## config.mk

```make
export PLATFORM = sky130hd
export DESIGN_NAME = load_store_unit
export DESIGN_NICKNAME = d
export VERILOG_FILES = /design/src/rtl/load_store_unit_pkg.sv /design/src/rtl/load_store_unit_load_align.sv /design/src/rtl/load_store_unit.sv
export SDC_FILE = /design/constraint.sdc
export NUM_CORES = 1
export LEC_CHECK = 0
export CAP_MARGIN = 0
export CORE_MARGIN = 1.5
export CORE_UTILIZATION = 28
export CTS_BUF_LIST = sky130_fd_sc_hd__clkbuf_8
export DETAILED_ROUTE_END_ITERATION = 6
export GPL_TIMING_DRIVEN = 0
export SKIP_CTS_REPAIR_TIMING = 1
export SYNTH_ARGS = -nofsm -noshare
export SYNTH_HDL_FRONTEND = slang
export SYNTH_SLANG_ARGS = --single-unit
```

## constraint.sdc

```tcl
create_clock -name clock -period 1.9 [get_ports clock]
set_input_delay 0.38 -clock clock [delete_from_list [all_inputs] [get_ports clock]]
set_output_delay 0.38 -clock clock [all_outputs]
set_load 0.01 [all_outputs]
```

## src/rtl/load_store_unit_pkg.sv

```systemverilog
// Shared codes for the load/store unit: funct3 size codes, trap causes, FSM states.
// Also holds the funct3 -> access size decode used by the top and the load aligner.
package load_store_unit_pkg;

   localparam logic TRUE  = 1'b1;
   localparam logic FALSE = 1'b0;

   localparam logic [2:0] F3_B  = 3'd0;
   localparam logic [2:0] F3_H  = 3'd1;
   localparam logic [2:0] F3_W  = 3'd2;
   localparam logic [2:0] F3_BU = 3'd4;
   localparam logic [2:0] F3_HU = 3'd5;

   localparam logic [31:0] MCAUSE_LOAD_MISALIGN  = 32'd4;
   localparam logic [31:0] MCAUSE_STORE_MISALIGN = 32'd6;

   typedef enum logic [1:0] {
      IDLE = 2'd0,
      REQ  = 2'd1,
      WAIT = 2'd2,
      RESP = 2'd3
   } lsu_state_e;

   typedef enum logic [1:0] {
      SZ_B = 2'd0,
      SZ_H = 2'd1,
      SZ_W = 2'd2
   } size_e;

   // Undefined codes 3, 6 and 7 fall through to a full word.
   function automatic size_e f3_size(input logic [2:0] f3);
      case (f3[1:0])
         2'd0:    return SZ_B;
         2'd1:    return SZ_H;
         default: return SZ_W;
      endcase
   endfunction

endpackage

```

## src/rtl/load_store_unit_load_align.sv

```systemverilog
// Load data aligner: selects the addressed byte/half lane and sign- or zero-extends.
// Purely combinational.
module load_align
   import load_store_unit_pkg::*;
(
   input  logic [31:0] rdata,
   input  logic [1:0]  offset,
   input  logic [2:0]  funct3,
   output logic [31:0] data
);

   logic [31:0] shifted;

   always_comb begin
      shifted = rdata >> {offset, 3'b000};
      case (f3_size(funct3))
         SZ_B:    data = (funct3 == F3_BU) ? {24'h0, shifted[7:0]}
                                           : {{24{shifted[7]}}, shifted[7:0]};
         SZ_H:    data = (funct3 == F3_HU) ? {16'h0, shifted[15:0]}
                                           : {{16{shifted[15]}}, shifted[15:0]};
         default: data = shifted;
      endcase
   end

endmodule

```

## src/rtl/load_store_unit.sv

```systemverilog
// RV32I load/store unit: one access in flight, word-aligned RAM port with byte strobes.
// Load writeback three cycles after accept at best; req_ready only in IDLE, mem_req held until mem_gnt.
// Define LSU_MISALIGN_EXC_EN to trap misaligned accesses; otherwise they are aligned down.
module load_store_unit
   import load_store_unit_pkg::*;
#(
   parameter int unsigned DMEM_SIZE = 4096
) (
   input  logic        clock,
   input  logic        reset,
   input  logic        req_valid,
   output logic        req_ready,
   input  logic        req_write,
   input  logic [2:0]  req_funct3,
   input  logic [31:0] req_addr,
   input  logic [31:0] req_wdata,
   input  logic [4:0]  req_rd,
   output logic        rsp_valid,
   output logic [4:0]  rsp_rd,
   output logic [31:0] rsp_data,
   output logic        busy,
   output logic        exc_valid,
   output logic [31:0] exc_mcause,
   output logic [31:0] exc_tval,
   output logic        mem_req,
   output logic        mem_we,
   output logic [31:0] mem_addr,
   output logic [3:0]  mem_wstrb,
   output logic [31:0] mem_wdata,
   input  logic        mem_gnt,
   input  logic        mem_rvalid,
   input  logic [31:0] mem_rdata
);

   localparam logic [31:0] ADDR_MASK = 32'(DMEM_SIZE - 1);

   lsu_state_e  state_q, state_d;
   logic        write_q, write_d;
   logic [2:0]  f3_q, f3_d;
   logic [1:0]  off_q, off_d;
   logic [4:0]  rd_q, rd_d;
   logic        rsp_valid_q, rsp_valid_d;
   logic [4:0]  rsp_rd_q, rsp_rd_d;
   logic [31:0] rsp_data_q, rsp_data_d;
   logic        exc_valid_q, exc_valid_d;
   logic [31:0] exc_mcause_q, exc_mcause_d;
   logic [31:0] exc_tval_q, exc_tval_d;
   logic        mem_req_q, mem_req_d;
   logic        mem_we_q, mem_we_d;
   logic [31:0] mem_addr_q, mem_addr_d;
   logic [3:0]  mem_wstrb_q, mem_wstrb_d;
   logic [31:0] mem_wdata_q, mem_wdata_d;

   size_e       req_size;
   logic        misaligned;
   logic [31:0] acc_addr;
   logic [31:0] load_data;

   assign req_size = f3_size(req_funct3);

`ifdef LSU_MISALIGN_EXC_EN
   always_comb begin
      misaligned = FALSE;
      case (req_size)
         SZ_H:    misaligned = req_addr[0];
         SZ_W:    misaligned = |req_addr[1:0];
         default: misaligned = FALSE;
      endcase
   end
   assign acc_addr = req_addr;
`else
   assign misaligned = FALSE;
   always_comb begin
      acc_addr = req_addr;
      case (req_size)
         SZ_H:    acc_addr[0]   = 1'b0;
         SZ_W:    acc_addr[1:0] = 2'b00;
         default: acc_addr      = req_addr;
      endcase
   end
`endif

   load_align u_load_align (
      .rdata  (mem_rdata),
      .offset (off_q),
      .funct3 (f3_q),
      .data   (load_data)
   );

   always_comb begin
      state_d      = state_q;
      write_d      = write_q;
      f3_d         = f3_q;
      off_d        = off_q;
      rd_d         = rd_q;
      rsp_valid_d  = FALSE;
      rsp_rd_d     = '0;
      rsp_data_d   = '0;
      exc_valid_d  = FALSE;
      exc_mcause_d = '0;
      exc_tval_d   = '0;
      mem_req_d    = mem_req_q;
      mem_we_d     = mem_we_q;
      mem_addr_d   = mem_addr_q;
      mem_wstrb_d  = mem_wstrb_q;
      mem_wdata_d  = mem_wdata_q;
      case (state_q)
         IDLE: begin
            if (req_valid) begin
               write_d = req_write;
               f3_d    = req_funct3;
               off_d   = acc_addr[1:0];
               rd_d    = req_rd;
               if (misaligned) begin
                  // Trap is reported from RESP so it lands one cycle after accept.
                  state_d      = RESP;
                  exc_valid_d  = TRUE;
                  exc_mcause_d = req_write ? MCAUSE_STORE_MISALIGN : MCAUSE_LOAD_MISALIGN;
                  exc_tval_d   = req_addr;
               end else begin
                  state_d     = REQ;
                  mem_req_d   = TRUE;
                  mem_we_d    = req_write;
                  mem_addr_d  = {acc_addr[31:2], 2'b00} & ADDR_MASK;
                  mem_wstrb_d = 4'h0;
                  mem_wdata_d = '0;
                  if (req_write) begin
                     case (req_size)
                        SZ_B: begin
                           mem_wstrb_d = 4'b0001 << acc_addr[1:0];
                           mem_wdata_d = {4{req_wdata[7:0]}};
                        end
                        SZ_H: begin
                           mem_wstrb_d = 4'b0011 << acc_addr[1:0];
                           mem_wdata_d = {2{req_wdata[15:0]}};
                        end
                        default: begin
                           mem_wstrb_d = 4'b1111;
                           mem_wdata_d = req_wdata;
                        end
                     endcase
                  end
               end
            end
         end
         REQ: begin
            if (mem_gnt) begin
               state_d     = write_q ? IDLE : WAIT;
               mem_req_d   = FALSE;
               mem_we_d    = FALSE;
               mem_addr_d  = '0;
               mem_wstrb_d = '0;
               mem_wdata_d = '0;
            end
         end
         WAIT: begin
            if (mem_rvalid) begin
               state_d     = RESP;
               rsp_valid_d = TRUE;
               rsp_rd_d    = rd_q;
               rsp_data_d  = load_data;
            end
         end
         default: state_d = IDLE;
      endcase
   end

   always_ff @(posedge clock or negedge reset) begin
      if (!reset) begin
         state_q      <= IDLE;
         write_q      <= FALSE;
         f3_q         <= '0;
         off_q        <= '0;
         rd_q         <= '0;
         rsp_valid_q  <= FALSE;
         rsp_rd_q     <= '0;
         rsp_data_q   <= '0;
         exc_valid_q  <= FALSE;
         exc_mcause_q <= '0;
         exc_tval_q   <= '0;
         mem_req_q    <= FALSE;
         mem_we_q     <= FALSE;
         mem_addr_q   <= '0;
         mem_wstrb_q  <= '0;
         mem_wdata_q  <= '0;
      end else begin
         state_q      <= state_d;
         write_q      <= write_d;
         f3_q         <= f3_d;
         off_q        <= off_d;
         rd_q         <= rd_d;
         rsp_valid_q  <= rsp_valid_d;
         rsp_rd_q     <= rsp_rd_d;
         rsp_data_q   <= rsp_data_d;
         exc_valid_q  <= exc_valid_d;
         exc_mcause_q <= exc_mcause_d;
         exc_tval_q   <= exc_tval_d;
         mem_req_q    <= mem_req_d;
         mem_we_q     <= mem_we_d;
         mem_addr_q   <= mem_addr_d;
         mem_wstrb_q  <= mem_wstrb_d;
         mem_wdata_q  <= mem_wdata_d;
      end
   end

   assign req_ready  = (state_q == IDLE);
   assign busy       = (state_q != IDLE) || (req_valid && state_q == IDLE);
   assign rsp_valid  = rsp_valid_q;
   assign rsp_rd     = rsp_rd_q;
   assign rsp_data   = rsp_data_q;
   assign exc_valid  = exc_valid_q;
   assign exc_mcause = exc_mcause_q;
   assign exc_tval   = exc_tval_q;
   assign mem_req    = mem_req_q;
   assign mem_we     = mem_we_q;
   assign mem_addr   = mem_addr_q;
   assign mem_wstrb  = mem_wstrb_q;
   assign mem_wdata  = mem_wdata_q;

endmodule

```

==> metrics, run 1 <==
placement row count between 40 and 50; Peak VDD IR between 0.4 and 0.5 mV; largest net degree at the start of global routing 64; Peak Freq ~530 MHz; placed cells about 960; Mapped Area roughly 5200 um2; Pwr per Cell Area 1130 nW/um2; Die Area slightly below 20000 um2; CP endpoint kind output pin; Slew headroom 0.449; die width about 140 um; PortBufs about 180; core area about 18000 um2; Sw Ratio 0.351; drt drc 0; share of cells above drive strength 1 0.211; Seq pwr share 0.348; fin. max-slew vios 0; status complete, but fails checks; worst endpoint required time between 1.5 and 2 ns; Final min period approximately 1.9 ns; crit-path max FO 10; CTS Sinks approximately 100; worst reg2reg setup slack about 0.24 ns; most frequent cells in the layout 173 x clkdlybuf4s50_1, 99 x dfrtp_1, 92 x buf_4, 87 x conb_1, 37 x nand2_1; Detailed Place HPWL around 12 mm; Synth Register Bits 99; Synth Instances 470; worst min path class in -> async; Post-synth top flop dfrtp_1; Critical path origin state_q[0]; Overflow after GRT 0; I/O pins ~290; FF-to-FF End mem_wdata[14]; Starting Density 0.287; worst slew pin tran around 0.83 ns; 1st-iter DRT viols around 160; Pre-Repair DR Iteration Count 4; Worst Clk Skew 0.0145 ns; Async SR Flop Fraction 1.00; clk buf depth 2; nets between 800 and 900; vias in the first global route approximately 4300; crit path to busy; Seq/Total Area, Yosys 0.478; Max Cap Viol 0; Area Overhead vs Synth 51.1%; Core Util, Final 0.434; drt wl/cell about 16 um; Die H 139 um; Distinct cells, synth 45; first-pass GRT wire length approximately 24 mm; Yosys Warn Count 0; ANT nets after route 0; Worst setup SP type flip-flop; Via Count between 4000 and 5000; RSZ-0062 raised after global routing yes; Final Cycle Share 1.00; CTS buffer count 9; GP Congestion between 0.8 and 0.9; # setup viols final 1; most common cell after layout, fill and taps aside clkdlybuf4s50_1; syn avg cell area between 10 and 15 um2; Pleak between 0.003 and 0.004 uW; Internal 5750 uW; Clk pwr share 0.193; worst r2r path cells 5; Crit Path Class reg -> out; Clock Pin Slew Worst Setup and Hold Paths 0.10 ns; H-tree depth 3; initial antenna violation count 0; Net Sw Power roughly 3100 uW; via/cell ratio between 4 and 5; Root Driver clkbuf_8; failing checks setup timing; Gate power share 0.460; Post-Route WL between 15 and 20 mm; all-layer global routing usage 0.162; worst skew pair latency between 0.3 and 0.4 ns; number of synthesized flops with an enable pin 0; Worst Setup Slack, final -0.000905 ns; Final Hold Fails 0; WP data arrival 1.52 ns; CTS tree yes; Antenna diodes 0; R2R Path Start state_q[0]; Cell Count, Final, Fillers Out between 900 and 1000
[registers in the layout, indices dropped and copies added, names as in the netlist]
signal	flops
rsp_valid	1
mem_req	1
mem_wdata	32
f3_q	3
rsp_rd	5
write_q	1
mem_addr	10
rsp_data	32
rd_q	5
state_q	2
mem_wstrb	4
off_q	2
mem_we	1
[power by group through the flow]
stage	Combinational, uW	Clock (uW)	Sequential (uW)
floorplan	2030	0	3300
global placement	4090	0	3120
detailed placement	4130	0	3100
CTS	4130	1760	3090
global route	4430	1830	3170
finish	4070	1710	3080
[worst min-delay path by stage]
stage / endpoint / slack, ns / cells after the start
after detailed placement: rd_q[4] / 0.45 / 2
final: rsp_data[21] / 0.08 / 1
after CTS: rsp_data[21] / 0.11 / 1
after global routing: rsp_data[22] / 0.14 / 1
after floorplan: f3_q[0] / 0.08 / 0
after global placement: rd_q[3] / 0.45 / 2
[cell usage after synthesis, types with 2 or more instances]
cell type   n  area share
a32o_1      2      0.0039
nand2_1    37       0.027
nor2_1     13      0.0094
a21oi_1     2      0.0019
nand3_1    15       0.014
nor3_1      8      0.0077
o21ai_0    14       0.014
nor2b_1     6      0.0072
a22o_1     25       0.042
buf_2      13       0.013
o2bb2ai_1  19       0.032
a221oi_1    8       0.014
nand2b_1    4      0.0048
o211ai_1   15       0.022
buf_6       4      0.0087
dfrtp_1    99        0.48
inv_1       5      0.0036
clkbuf_1    8      0.0058
a211oi_1    8       0.012
mux2_2     20       0.043
buf_4      91        0.13
and2_1      6      0.0072
mux2i_1    26       0.050
[stage by stage]
stage	power (uW)	TNS, ns	area (um2)	hold WS [ns]	setup slack, ns
after floorplan	5340	0	5500	0.0844	0.446
after global placement	7210	-358.64	7550	0.451	-3.49
after detailed placement	7230	-15.14	7570	0.455	-0.477
after CTS	8980	-1.10	7820	0.105	-0.345
after global routing	9430	-0.0872	7830	0.137	-0.0872
final	8860	-0.000905	7830	0.0830	-0.000905
[layer usage]
| layer | wire length [um] | GRT usage | vias up |
|---|---|---|---|
| met5 | 0 | 0 | - |
| met4 | 244 | 0.0576 | 0 |
| met3 | 1280 | 0.0477 | 17 |
| met2 | 7120 | 0.260 | 189 |
| met1 | 6840 | 0.206 | 1938 |
| li1 | - | - | 2045 |
[area by class of cell]
type,instances,area [um2]
repair buffers,177,1780
well taps,229,287
plain buffers,117,827
clock inverters,4,97.6
multi-input cells,335,2190
flip-flops and latches,99,2480
clock buffers,11,151
inverters,5,18.8
fillers,1762,10200
[critical path, cell delays in order (launching register included)]
cell and delay, ns:
dfrtp_1 0.41, buf_2 0.19, or3_1 0.36, dlymetal6s2s_1 0.18
[kinds of logic (layout without fill, tap and decap cells)]
family,after synthesis,count (layout),share of synthesized area
buffers and inverters,122,314,0.163
other,1,87,0.000724
AOI/OAI and AO/OA,99,99,0.155
muxes,48,48,0.101
DFF,99,99,0.478
and+or+nand+nor,100,100,0.100
xor gates and xnor gates,1,1,0.00169
(Power assumes the default switching activity.)
==> run 2, diff against run 1 <==
- GPL_ROUTABILITY_DRIVEN: default -> 0
- SKIP_CTS_REPAIR_TIMING: 1 -> default
==> metrics, run 2 (same netlist as run 1, synthesis figures left out) <==
status finished clean; CP endpoint kind output pin; nets ~860; Overflow after GRT 0; worst slew pin tran 0.827 ns; share of cells above drive strength 1 0.216; Starting Density 0.287; Peak Freq between 500 and 600 MHz; Max Cap Viol 0; total power between 8000 and 9000 uW; Detailed Place HPWL 11.7 mm; Slew headroom 0.449; Worst Setup Slack, final around 0.074 ns; initial antenna violation count 0; Worst setup SP type flip-flop; fin. max-slew vios 0; Die Area 19300 um2; via/cell ratio ~4.3; CTS Sinks 99; drt drc 0; drt wl/cell approximately 16 um; final instance area around 7900 um2; dpl cell area ~7600 um2; ANT nets after route 0; Post-Route WL roughly 16 mm; Via Count 4198; worst skew pair latency slightly below 0.4 ns; sequential cell area between 2000 and 2500 um2; # fillers ~1800; PortBufs 176; Die H between 100 and 150 um; crit-path max FO 10; I/O pins approximately 290; worst min path class in -> async; hold buffer count at cts 0; first-pass GRT wire length 24.3 mm; most frequent cells in the layout 173 x clkdlybuf4s50_1, 99 x dfrtp_1, 93 x buf_4, 87 x conb_1, 37 x nand2_1; Worst Clk Skew roughly 0.014 ns; Cell Count, Final, Fillers Out between 900 and 1000; RSZ-0062 raised after global routing no; clk buf depth 2; CTS tree yes; Pwr per Cell Area about 1100 nW/um2; placed cells ~960; Final min period roughly 1.8 ns; placement row count slightly below 50; die width 139 um; Area Overhead vs Synth 51.5%; setup total negative slack 0 ns; Crit Path Class reg -> out; Final Hold Fails 0; pre-CTS WS -0.477 ns; worst endpoint required time around 1.5 ns; Clock Pin Slew Worst Setup and Hold Paths roughly 0.10 ns; most common cell after layout, fill and taps aside clkdlybuf4s50_1; 1st-iter DRT viols roughly 160; WP data arrival ~1.5 ns; # setup viols final 0; Pleak about 0.0037 uW; vias in the first global route around 4300; Root Driver clkbuf_8; all-layer global routing usage 0.162; H-tree depth 3; Final Cycle Share 0.961; largest net degree at the start of global routing 64; area of the multi-input gates ~2200 um2; Pre-Repair DR Iteration Count 4; CTS buffer count 9; core area roughly 18000 um2; Peak VDD IR 0.431 mV
[run 2: worst paths after layout]
path / cells after the start / from / to / slack, ns
max in group asynchronous: 2 / reset / mem_wdata[30] / 1.13
worst min-delay path: 1 / reset / rsp_data[21] / 0.08
min in group clock: 3 / req_funct3[1] / off_q[1] / 0.41
worst min register to register: 2 / rd_q[4] / rd_q[4] / 0.47
worst max register to register: 6 / state_q[1] / rsp_data[29] / 0.25
worst max-delay path: 3 / state_q[1] / busy / 0.07
[run 2: worst max-delay path, cell delays in order, from the launching register on]
cell and delay [ns]:
dfrtp_1 0.37, buf_4 0.17, or3_4 0.39, buf_6 0.13
[run 2: through the flow]
stage	utilization	hold WS (ns)
6_report	0.436	0.0825
5_1_grt	0.435	0.137
4_1_cts	0.434	0.105
3_5_place_dp	0.420	0.455
3_3_place_gp	0.419	0.451
2_1_floorplan	-	0.0844
[run 2: cell type report]
type / instances / share of cell area
Antenna cell: 1 / 0.000319
Sequential cell: 99 / 0.316
Inverter: 5 / 0.00239
Buffer: 117 / 0.106
Timing Repair Buffer: 179 / 0.228
Multi-Input combinational cell: 335 / 0.279
Clock inverter: 4 / 0.0124
Clock buffer: 11 / 0.0193
Tap cell: 229 / 0.0365
[run 2: power breakdown]
group	internal, uW	total (uW)	switching (uW)
clock network	940	1710	766
logic	2130	4110	1990
registers	2720	3080	367
[run 2: per-layer routing]
metal  track usage  up-vias  routed length [um]
met5             0        -                   0
met4        0.0576        0                 244
met3        0.0477       17                1290
met2         0.260      196                7140
met1         0.206     1933                6860
li1              -     2052                   -
[run 2: repair_timing]
item / CTS / global route
setup buffers: 0 / 1
endpoints found under the setup margin: 11 / 1
pin swaps: 0 / 1
gates resized for setup: 7 / 3
gates cloned: 0 / 1
